<file path="src/rtl/pipe_pkg.sv">
// ---------------------------------------------------------------------------
// pipe_pkg
// Shared definitions for the elastic pipeline stage register:
//   - stage state encodings (2-bit; 2'b11 is illegal and recovers to EMPTY)
//   - default control/data bundle widths
//   - saturating increment helper used by the performance counters
// ---------------------------------------------------------------------------
package pipe_pkg;

  localparam logic [1:0] ST_EMPTY = 2'b00;  // no entry held
  localparam logic [1:0] ST_FULL  = 2'b01;  // main entry only
  localparam logic [1:0] ST_SKID  = 2'b10;  // main and skid entries held

  localparam int unsigned CTRL_W_DEF = 32'd16;
  localparam int unsigned DATA_W_DEF = 32'd128;

  // Increment val, holding at the all-ones value of a width-bit counter.
  // Works for counters up to 64 bits wide.
  function automatic logic [63:0] sat_inc(input logic [63:0] val,
                                          input int unsigned width);
    logic [63:0] max_v;
    if (width >= 32'd64) begin
      max_v = {64{1'b1}};
    end else begin
      max_v = (64'd1 << width) - 64'd1;
    end
    if (val >= max_v) begin
      sat_inc = max_v;
    end else begin
      sat_inc = val + 64'd1;
    end
  endfunction

endpackage

</file>
<file path="src/rtl/pipe_sat_counter.sv">
// ---------------------------------------------------------------------------
// pipe_sat_counter
// Saturating event counter: counts INC pulses, sticks at all-ones, and
// clears only on RESET.
// Ports:
//   CLK    in   clock, rising edge
//   RESET  in   synchronous active-high clear
//   INC    in   count enable for this edge
//   COUNT  out  registered count value (CNT_W bits, at most 64)
// ---------------------------------------------------------------------------
module pipe_sat_counter
  import pipe_pkg::*;
#(
  parameter int unsigned CNT_W = 32
) (
  input  logic             CLK,
  input  logic             RESET,
  input  logic             INC,
  output logic [CNT_W-1:0] COUNT
);

  logic [CNT_W-1:0] cnt_r;
  logic [CNT_W-1:0] cnt_nxt_s;

  // Next count: saturating increment when enabled, otherwise hold.
  always_comb begin
    cnt_nxt_s = cnt_r;
    if (INC) begin
      cnt_nxt_s = CNT_W'(sat_inc(64'(cnt_r), CNT_W));
    end else begin
      cnt_nxt_s = cnt_r;
    end
  end

  // Count register with synchronous clear.
  always_ff @(posedge CLK) begin
    if (RESET) begin
      cnt_r <= '0;
    end else begin
      cnt_r <= cnt_nxt_s;
    end
  end

  assign COUNT = cnt_r;

endmodule

</file>
<file path="src/rtl/pipe_stage_reg.sv">
// ---------------------------------------------------------------------------
// pipe_stage_reg
// Elastic pipeline stage register with a 2-entry skid buffer. Carries an
// opaque control bundle (zeroed on bubbles) and a data bundle (left stale on
// bubbles) under a valid/ready handshake. IN_READY depends only on held
// state plus BUSYWAIT/RESET, never on OUT_READY.
// Edge priority: RESET > FLUSH > BUSYWAIT > handshake.
// Optional feature macro: PIPE_PERF_CNT_EN adds STALL_CNT and BUBBLE_CNT.
// Ports:
//   CLK, RESET          clock and synchronous active-high reset
//   BUSYWAIT            global stall, freezes all state
//   FLUSH               drop every held entry and any concurrent accept
//   IN_VALID/IN_READY   upstream handshake; IN_CTRL/IN_DATA upstream bundles
//   OUT_VALID/OUT_READY downstream handshake; OUT_CTRL/OUT_DATA main entry
//   STALL_CNT/BUBBLE_CNT saturating counters (PIPE_PERF_CNT_EN only)
// ---------------------------------------------------------------------------
module pipe_stage_reg
  import pipe_pkg::*;
#(
  parameter int unsigned CTRL_W = CTRL_W_DEF,
  parameter int unsigned DATA_W = DATA_W_DEF,
  parameter int unsigned CNT_W  = 32
) (
  input  logic              CLK,
  input  logic              RESET,
  input  logic              BUSYWAIT,
  input  logic              FLUSH,
  input  logic              IN_VALID,
  output logic              IN_READY,
  input  logic [CTRL_W-1:0] IN_CTRL,
  input  logic [DATA_W-1:0] IN_DATA,
  output logic              OUT_VALID,
  input  logic              OUT_READY,
  output logic [CTRL_W-1:0] OUT_CTRL,
  output logic [DATA_W-1:0] OUT_DATA
`ifdef PIPE_PERF_CNT_EN
  ,
  output logic [CNT_W-1:0]  STALL_CNT,
  output logic [CNT_W-1:0]  BUBBLE_CNT
`endif
);

  logic [1:0]        state_r,     state_nxt_s;
  logic              out_valid_r, out_valid_nxt_s;
  logic [CTRL_W-1:0] main_ctrl_r, main_ctrl_nxt_s;
  logic [DATA_W-1:0] main_data_r, main_data_nxt_s;
  logic [CTRL_W-1:0] skid_ctrl_r, skid_ctrl_nxt_s;
  logic [DATA_W-1:0] skid_data_r, skid_data_nxt_s;
  logic              skid_valid_s;
  logic              in_ready_s;
  logic              acc_s;
  logic              rel_s;

  // Bit 1 covers SKID and the illegal encoding, so upstream is held off
  // while the stage recovers from a corrupted state.
  assign skid_valid_s = state_r[1];
  assign in_ready_s   = ~skid_valid_s & ~BUSYWAIT & ~RESET;
  assign acc_s        = IN_VALID & in_ready_s;
  assign rel_s        = out_valid_r & OUT_READY & ~BUSYWAIT;

  // Next-state and entry movement for the stage.
  always_comb begin
    state_nxt_s     = state_r;
    out_valid_nxt_s = out_valid_r;
    main_ctrl_nxt_s = main_ctrl_r;
    main_data_nxt_s = main_data_r;
    skid_ctrl_nxt_s = skid_ctrl_r;
    skid_data_nxt_s = skid_data_r;
    if (FLUSH) begin
      // Data bundles stay stale; only control is scrubbed.
      state_nxt_s     = ST_EMPTY;
      out_valid_nxt_s = 1'b0;
      main_ctrl_nxt_s = '0;
      skid_ctrl_nxt_s = '0;
    end else if (BUSYWAIT) begin
      state_nxt_s = state_r;
    end else begin
      case (state_r)
        ST_EMPTY: begin
          if (acc_s) begin
            state_nxt_s     = ST_FULL;
            out_valid_nxt_s = 1'b1;
            main_ctrl_nxt_s = IN_CTRL;
            main_data_nxt_s = IN_DATA;
          end else begin
            state_nxt_s = ST_EMPTY;
          end
        end
        ST_FULL: begin
          if (acc_s && rel_s) begin
            main_ctrl_nxt_s = IN_CTRL;
            main_data_nxt_s = IN_DATA;
          end else if (acc_s) begin
            state_nxt_s     = ST_SKID;
            skid_ctrl_nxt_s = IN_CTRL;
            skid_data_nxt_s = IN_DATA;
          end else if (rel_s) begin
            state_nxt_s     = ST_EMPTY;
            out_valid_nxt_s = 1'b0;
            main_ctrl_nxt_s = '0;
          end else begin
            state_nxt_s = ST_FULL;
          end
        end
        ST_SKID: begin
          if (rel_s) begin
            state_nxt_s     = ST_FULL;
            main_ctrl_nxt_s = skid_ctrl_r;
            main_data_nxt_s = skid_data_r;
            skid_ctrl_nxt_s = '0;
          end else begin
            state_nxt_s = ST_SKID;
          end
        end
        default: begin
          state_nxt_s     = ST_EMPTY;
          out_valid_nxt_s = 1'b0;
          main_ctrl_nxt_s = '0;
          skid_ctrl_nxt_s = '0;
        end
      endcase
    end
  end

  // Stage registers with synchronous reset.
  always_ff @(posedge CLK) begin
    if (RESET) begin
      state_r     <= ST_EMPTY;
      out_valid_r <= 1'b0;
      main_ctrl_r <= '0;
      main_data_r <= '0;
      skid_ctrl_r <= '0;
      skid_data_r <= '0;
    end else begin
      state_r     <= state_nxt_s;
      out_valid_r <= out_valid_nxt_s;
      main_ctrl_r <= main_ctrl_nxt_s;
      main_data_r <= main_data_nxt_s;
      skid_ctrl_r <= skid_ctrl_nxt_s;
      skid_data_r <= skid_data_nxt_s;
    end
  end

  assign IN_READY  = in_ready_s;
  assign OUT_VALID = out_valid_r;
  assign OUT_CTRL  = main_ctrl_r;
  assign OUT_DATA  = main_data_r;

`ifdef PIPE_PERF_CNT_EN
  logic stall_inc_s;
  logic bubble_inc_s;

  // RESET clears the counters inside the counter, so no RESET term here.
  assign stall_inc_s  = BUSYWAIT & out_valid_r;
  assign bubble_inc_s = ~out_valid_r;

  pipe_sat_counter #(.CNT_W(CNT_W)) u_stall_cnt (
    .CLK   (CLK),
    .RESET (RESET),
    .INC   (stall_inc_s),
    .COUNT (STALL_CNT)
  );

  pipe_sat_counter #(.CNT_W(CNT_W)) u_bubble_cnt (
    .CLK   (CLK),
    .RESET (RESET),
    .INC   (bubble_inc_s),
    .COUNT (BUBBLE_CNT)
  );
`else
  localparam int unsigned cnt_w_unused = CNT_W;
`endif

endmodule
</file>
<file path="config.mk">
export PLATFORM = sky130hd
export DESIGN_NAME = pipe_stage_reg
export DESIGN_NICKNAME = d
export VERILOG_FILES = /design/src/rtl/pipe_pkg.sv /design/src/rtl/pipe_sat_counter.sv /design/src/rtl/pipe_stage_reg.sv
export SDC_FILE = /design/constraint.sdc
export NUM_CORES = 1
export LEC_CHECK = 0
export BUFFER_PORTS_ARGS = -buffer_cell sky130_fd_sc_hd__buf_2
export CAP_MARGIN = 0
export CORE_MARGIN = 2
export CORE_UTILIZATION = 55
export CTS_CLUSTER_SIZE = 24
export DETAILED_ROUTE_END_ITERATION = 7
export GPL_TIMING_DRIVEN = 0
export MAX_ROUTING_LAYER = met4
export PLACE_DENSITY = 0.9
export SYNTH_ARGS = -nofsm -noshare
export SYNTH_HDL_FRONTEND = slang
export SYNTH_HIERARCHICAL = 1
export SYNTH_SLANG_ARGS = --single-unit
</file>
<file path="constraint.sdc">
create_clock -name CLK -period 3.06 [get_ports CLK]
set_input_delay 0.306 -clock CLK [delete_from_list [all_inputs] [get_ports CLK]]
set_output_delay 0.306 -clock CLK [all_outputs]
set_load 0.005 [all_outputs]
</file>
Word-level counts from Yosys, hierarchy flattened
Index checks and enable logic that the tools add are counted.
{ "totals": {"register_bits": 291, "inputBits": 150} }
{ "classes": {"eq_ne": 11, "muxes": 23, "n_bitwise": 12, "reduce_logical": 10} }
{ "ops": {"columns": ["op", "count"], "rows": [
  ["two-way mux 128 bit", 3],
  ["one-hot mux 128 bit (3 select lines)", 1],
  ["two-way mux 16 bit", 6],
  ["one-hot mux 16 bit (3 select lines)", 2],
  ["AND reduction 5 bit", 3],
  ["!= test 2 bit (second input constant)", 7],
  ["AND reduction 6 bit", 2],
  ["inverter 1 bit", 7],
  ["two-way mux 1 bit", 6],
  ["two-way mux 2 bit", 3],
  ["!= test 3 bit (second input constant)", 2],
  ["one-hot mux 2 bit (3 select lines)", 1],
  ["bitwise AND 1 bit", 5],
  ["one-hot mux 1 bit (3 select lines)", 1],
  ["nonzero test 3 bit", 1],
  ["equality test 2 x 1 -> 1 bit (second input constant)", 1],
  ["equality test 2 bit (second input constant)", 1],
  ["zero test 2 bit", 1],
  ["AND reduction 2 bit", 1],
  ["OR reduction 2 bit", 1],
  ["logical AND 1 bit", 1]
]} }

Longest topological paths before layout
{ "depth": {"ltp_word": 7, "ltp_mapped": 8, "mapped_depth_nobuf": 4} }

Worst setup path after synthesis
No wires, ideal clock.
{ "synth_timing": {"kind": "input to register", "start": "in RESET", "end": "reg main_ctrl_r[0] (netlist: OUT_CTRL[0])", "setup_ns": 0.088, "t_arrival_ns": 1.480, "required_ns": 2.972, "setup_slack_ns": 1.492, "cell_stages": 7, "cell_sequence": "buf_6 nand2b_4 buf_6 nor4_4 buf_6 nor2_1 o32ai_2"} }
{ "synth_via": {"elab_chain_cells": 6, "word_cells_on_any_way": 11, "cone_classes": "eq/ne: 3; mux: 2; bitwise: 3; reduce/logical: 3"} }
{ "synth_rtl": {"columns": ["item", "line", "text"], "rows": [
  ["start: declaration", "pipe_stage_reg.sv:25", "input logic RESET,"],
  ["inverter 1 bit", "pipe_stage_reg.sv:57", "assign in_ready_s = ~skid_valid_s & ~BUSYWAIT & ~RESET;"],
  ["bitwise AND 1 bit", "pipe_stage_reg.sv:57", null],
  ["bitwise AND 1 bit", "pipe_stage_reg.sv:58", "assign acc_s = IN_VALID & in_ready_s;"],
  ["logical AND 1 bit", "pipe_stage_reg.sv:90", "if (acc_s && rel_s) begin"],
  ["!= test 3 bit (no source line) / two-way mux 16 bit (equally long branches)", null, null],
  ["AND reduction 5 bit (no source line) / one-hot mux 16 bit (3 select lines) (equally long branches)", null, null],
  ["end signal: assignment", "pipe_stage_reg.sv:137", "main_ctrl_r <= main_ctrl_nxt_s;"],
  ["end: declaration", "pipe_stage_reg.sv:45", "logic [CTRL_W-1:0] main_ctrl_r, main_ctrl_nxt_s;"]
]} }
Several ways; a longest one is shown, not always the timed one.
A chain may end at the register's enable or synchronous reset.

Final worst setup path
{ "layout_timing": {"start": "in RESET", "end": "out IN_READY"} }
{ "layout_via": {"elab_chain_cells": 2} }
{ "layout_rtl": {"columns": ["item", "line", "text"], "rows": [
  ["inverter 1 bit", "pipe_stage_reg.sv:57", null],
  ["bitwise AND 1 bit", "pipe_stage_reg.sv:57", null],
  ["end: declaration", "pipe_stage_reg.sv:29", "output logic IN_READY,"]
]} }
Every way passes these cells.

==> run summary <==
Critical-path cell list: buf_6 > clkbuf_1 > clkbuf_1 > nor3_1 > buf_2
Net Count, Synth: 1533
Total GRT Usage: 0.2993
Avg Inst Size Synth: 8.755 um2
Num CTS Buffers: 29
Pin count of the biggest net entering global routing: 15
Fillers: 1641
Gpl congestion: 0.9263
CP Max Fanout: 10
Die X: 152.4 um
Post-synth top cells: 309 x a21oi_1, 291 x dfxtp_1, 258 x nand2_1
Sw power: 1.897 mW
Power Density: 533.9 nW/um2
Hold WC Path Type: input port to flip-flop
CTS tree: yes
Post-synth top area share: 0.4811
VDD IR max: 0.0004936 V
Final setup violating endpoints: 0
Core Region: 21690 um2
Clk_lat worst skew: 0.54 ns
Top FF cell, synth: dfxtp_1
F_max: 421.9 MHz
Final ANT Viol Nets: 0
CTS max path bufs: 3
Initial antenna violation count: 6
Synth Register Bits: 291
Die footprint: 23220 um2
Post-Route WL: 35600 um
Post-synthesis sequential area ratio: 0.4811
Post-Synthesis Cell Area: 12110 um2
Vias: 11.60k
IO buf count: 294
Rows: 54
Worst path max stage delay: 0.74 ns
Leakage: 6.646 nW
Critical Path Start Type: input port
Combinational power share: 0.077
Slowest-stage cell, CP: clkbuf_1
Period utilisation layout: 0.7746
Largest family of logic cells by synthesized area: compound AO/OA/AOI/OAI gates
CTS Root Cell: clkbuf_16
Router iterations before antenna repair: 5
Slew Limit Fails: 0
Setup repair bufs after CTS: 0
Vias in the first global route: 11.09k
Starting DRT DRC Count: 917
Post-Synth XOR/XNOR Area: 0.0007234
Number of flops mapped to enable cells by yosys: 0
Drt via density: 5.740
DIE HEIGHT: 152.4 um
Most frequent cell after synthesis: a21oi_1
Switching Share: 0.2381
Setup TNS: 0 ns
Complex-gate fraction of the synthesized area: 0.2402
H-tree depth: 1
Asr flop ratio synth: 0
WP buf/inv: 4
DP HPWL: 25060 um
Post-CTS sizing: 0
Cells after Synth: 1383
Pint: 6.070 mW
Initial Utilization: 0.5583
Total power: 7.967 mW
Clock power share: 0.434
Worst EP required: 2.75 ns
Yosys warns: 6
Worst Setup End Kind: output pin
Post-Synth Simple-Gate Area: 0.1062
Synth top area cells: dfxtp_1 48%, a21oi_1 13%, mux2i_1 11%
RSZ-0062 raised after global routing: false
Seq pwr share: 0.488
Final hold viol count: 0
Critical path type: input port to output pin
Area Overhead vs Synth: 23.25%
Grt ovf: 0
Routed length per instance: 17.63 um
Worst-Margin Slew: 0.9836 ns
Critical Path AT: 2.06 ns
Min Clock Period, post-route: 2.370 ns
Top cell by count, worst path: clkbuf_1
First-pass GRT wire length: 56120 um
Max-Cap Viols: 0
Area leader, netlist: dfxtp_1
Outcome: completed
CTS Sinks: 291
Adder-Cell Fraction of Synth Area: 0
Synth unique cells: 35
Mux cell area share after synthesis: 0.1067
Nets: 1863
Ports: 296
Final Skew: 0.009245 ns
Reg clk slew, reported paths: 0.07 ns
Area of the multi-input gates: 5495 um2
Register area: 5826 um2
Fraction of final layout cells sized beyond drive strength 1: 0.2589
DRC: 0
CP top delay family: buffers and inverters
Relative slew slack: 0.3443
power by group through the flow:
stage / sequential [mW] / clock [mW] / combinational, mW
finish: 3.89 / 3.46 / 0.615
floorplan: 3.97 / 0 / 0.300
detailed placement: 3.97 / 0 / 0.598
global placement: 3.97 / 0 / 0.580
CTS: 3.89 / 3.49 / 0.608
global route: 3.89 / 3.64 / 0.669
placed cells by master (no fill, tap or decap), types with 24 or more instances in the layout:
cell,count
nand2_1,258
a211oi_1,128
mux2i_1,128
dfxtp_1,291
clkbuf_16,29
buf_2,368
a21oi_1,309
inv_1,32
nor2_1,24
clkbuf_1,50
worst min-delay path: cells and delay by family:
kind	cells	cell delay [ns]
AO/OA/AOI/OAI	1	0.05
AND/OR/NAND/NOR	1	0.05
buffers and inverters	1	0.10
layout make-up:
class,instances,area share
antenna,6,0.001006
sequential,291,0.3904
inverter,32,0.008049
clock buffer,40,0.05542
multi-input combinational,924,0.3682
clock inverter,12,0.006791
timing repair buffer,299,0.1020
buffer,136,0.04469
tap,280,0.02348
through the flow:
stage                     std cells  instance area [um2]  hold slack [ns]  setup slack (ns)  utilization
after CTS                      2014                14910        0.0005743            0.7273       0.6874
after detailed placement       1957                13930           0.4456            0.6019       0.6423
after floorplan                1383                12110           0.4357             1.492            -
final                          2020                14920          0.01165            0.6899       0.6881
after global placement         1957                13930           0.4404            0.7163       0.6423
after global routing           2020                14920          0.01259            0.6859       0.6881
path summary, 6_finish.rpt:
kind,start,cells after the start,end,slack (ns)
worst max-delay path,RESET,5,IN_READY,0.69
worst min-delay path,IN_DATA[27],3,skid_data_r[27],0.01
worst max register to register,OUT_VALID,5,OUT_CTRL[0],1.05
worst min register to register,skid_data_r[104],2,skid_data_r[104],0.45
state kept, by name, indices dropped and copies added (netlist names):
| register | flops |
|---|---|
| OUT_CTRL | 16 |
| skid_data_r | 128 |
| skid_ctrl_r | 16 |
| OUT_DATA | 128 |
| state_r | 2 |
| OUT_VALID | 1 |
cell families after synthesis:
family          after synthesis
compound gates              479
xor+xnor                      1
buf+inv                     168
flops                       291
mux                         129
simple gates                315
routing by layer:
metal | track usage | part of all wire | up-vias | wire length (um)
li1 | - | - | 5543 | -
met1 | 0.3687 | 0.40 | 5412 | 14410
met2 | 0.4888 | 0.48 | 537 | 17130
met3 | 0.05034 | 0.073 | 103 | 2608
met4 | 0.1255 | 0.041 | 0 | 1452
met5 | - | 0 | - | 0
repair_timing:
action                     4_1_cts  5_1_grt
setup endpoints to repair        0        0
hold endpoints to repair         5        0
hold buffers                     5        0
No activity file was read; power rests on OpenSTA's default activity.
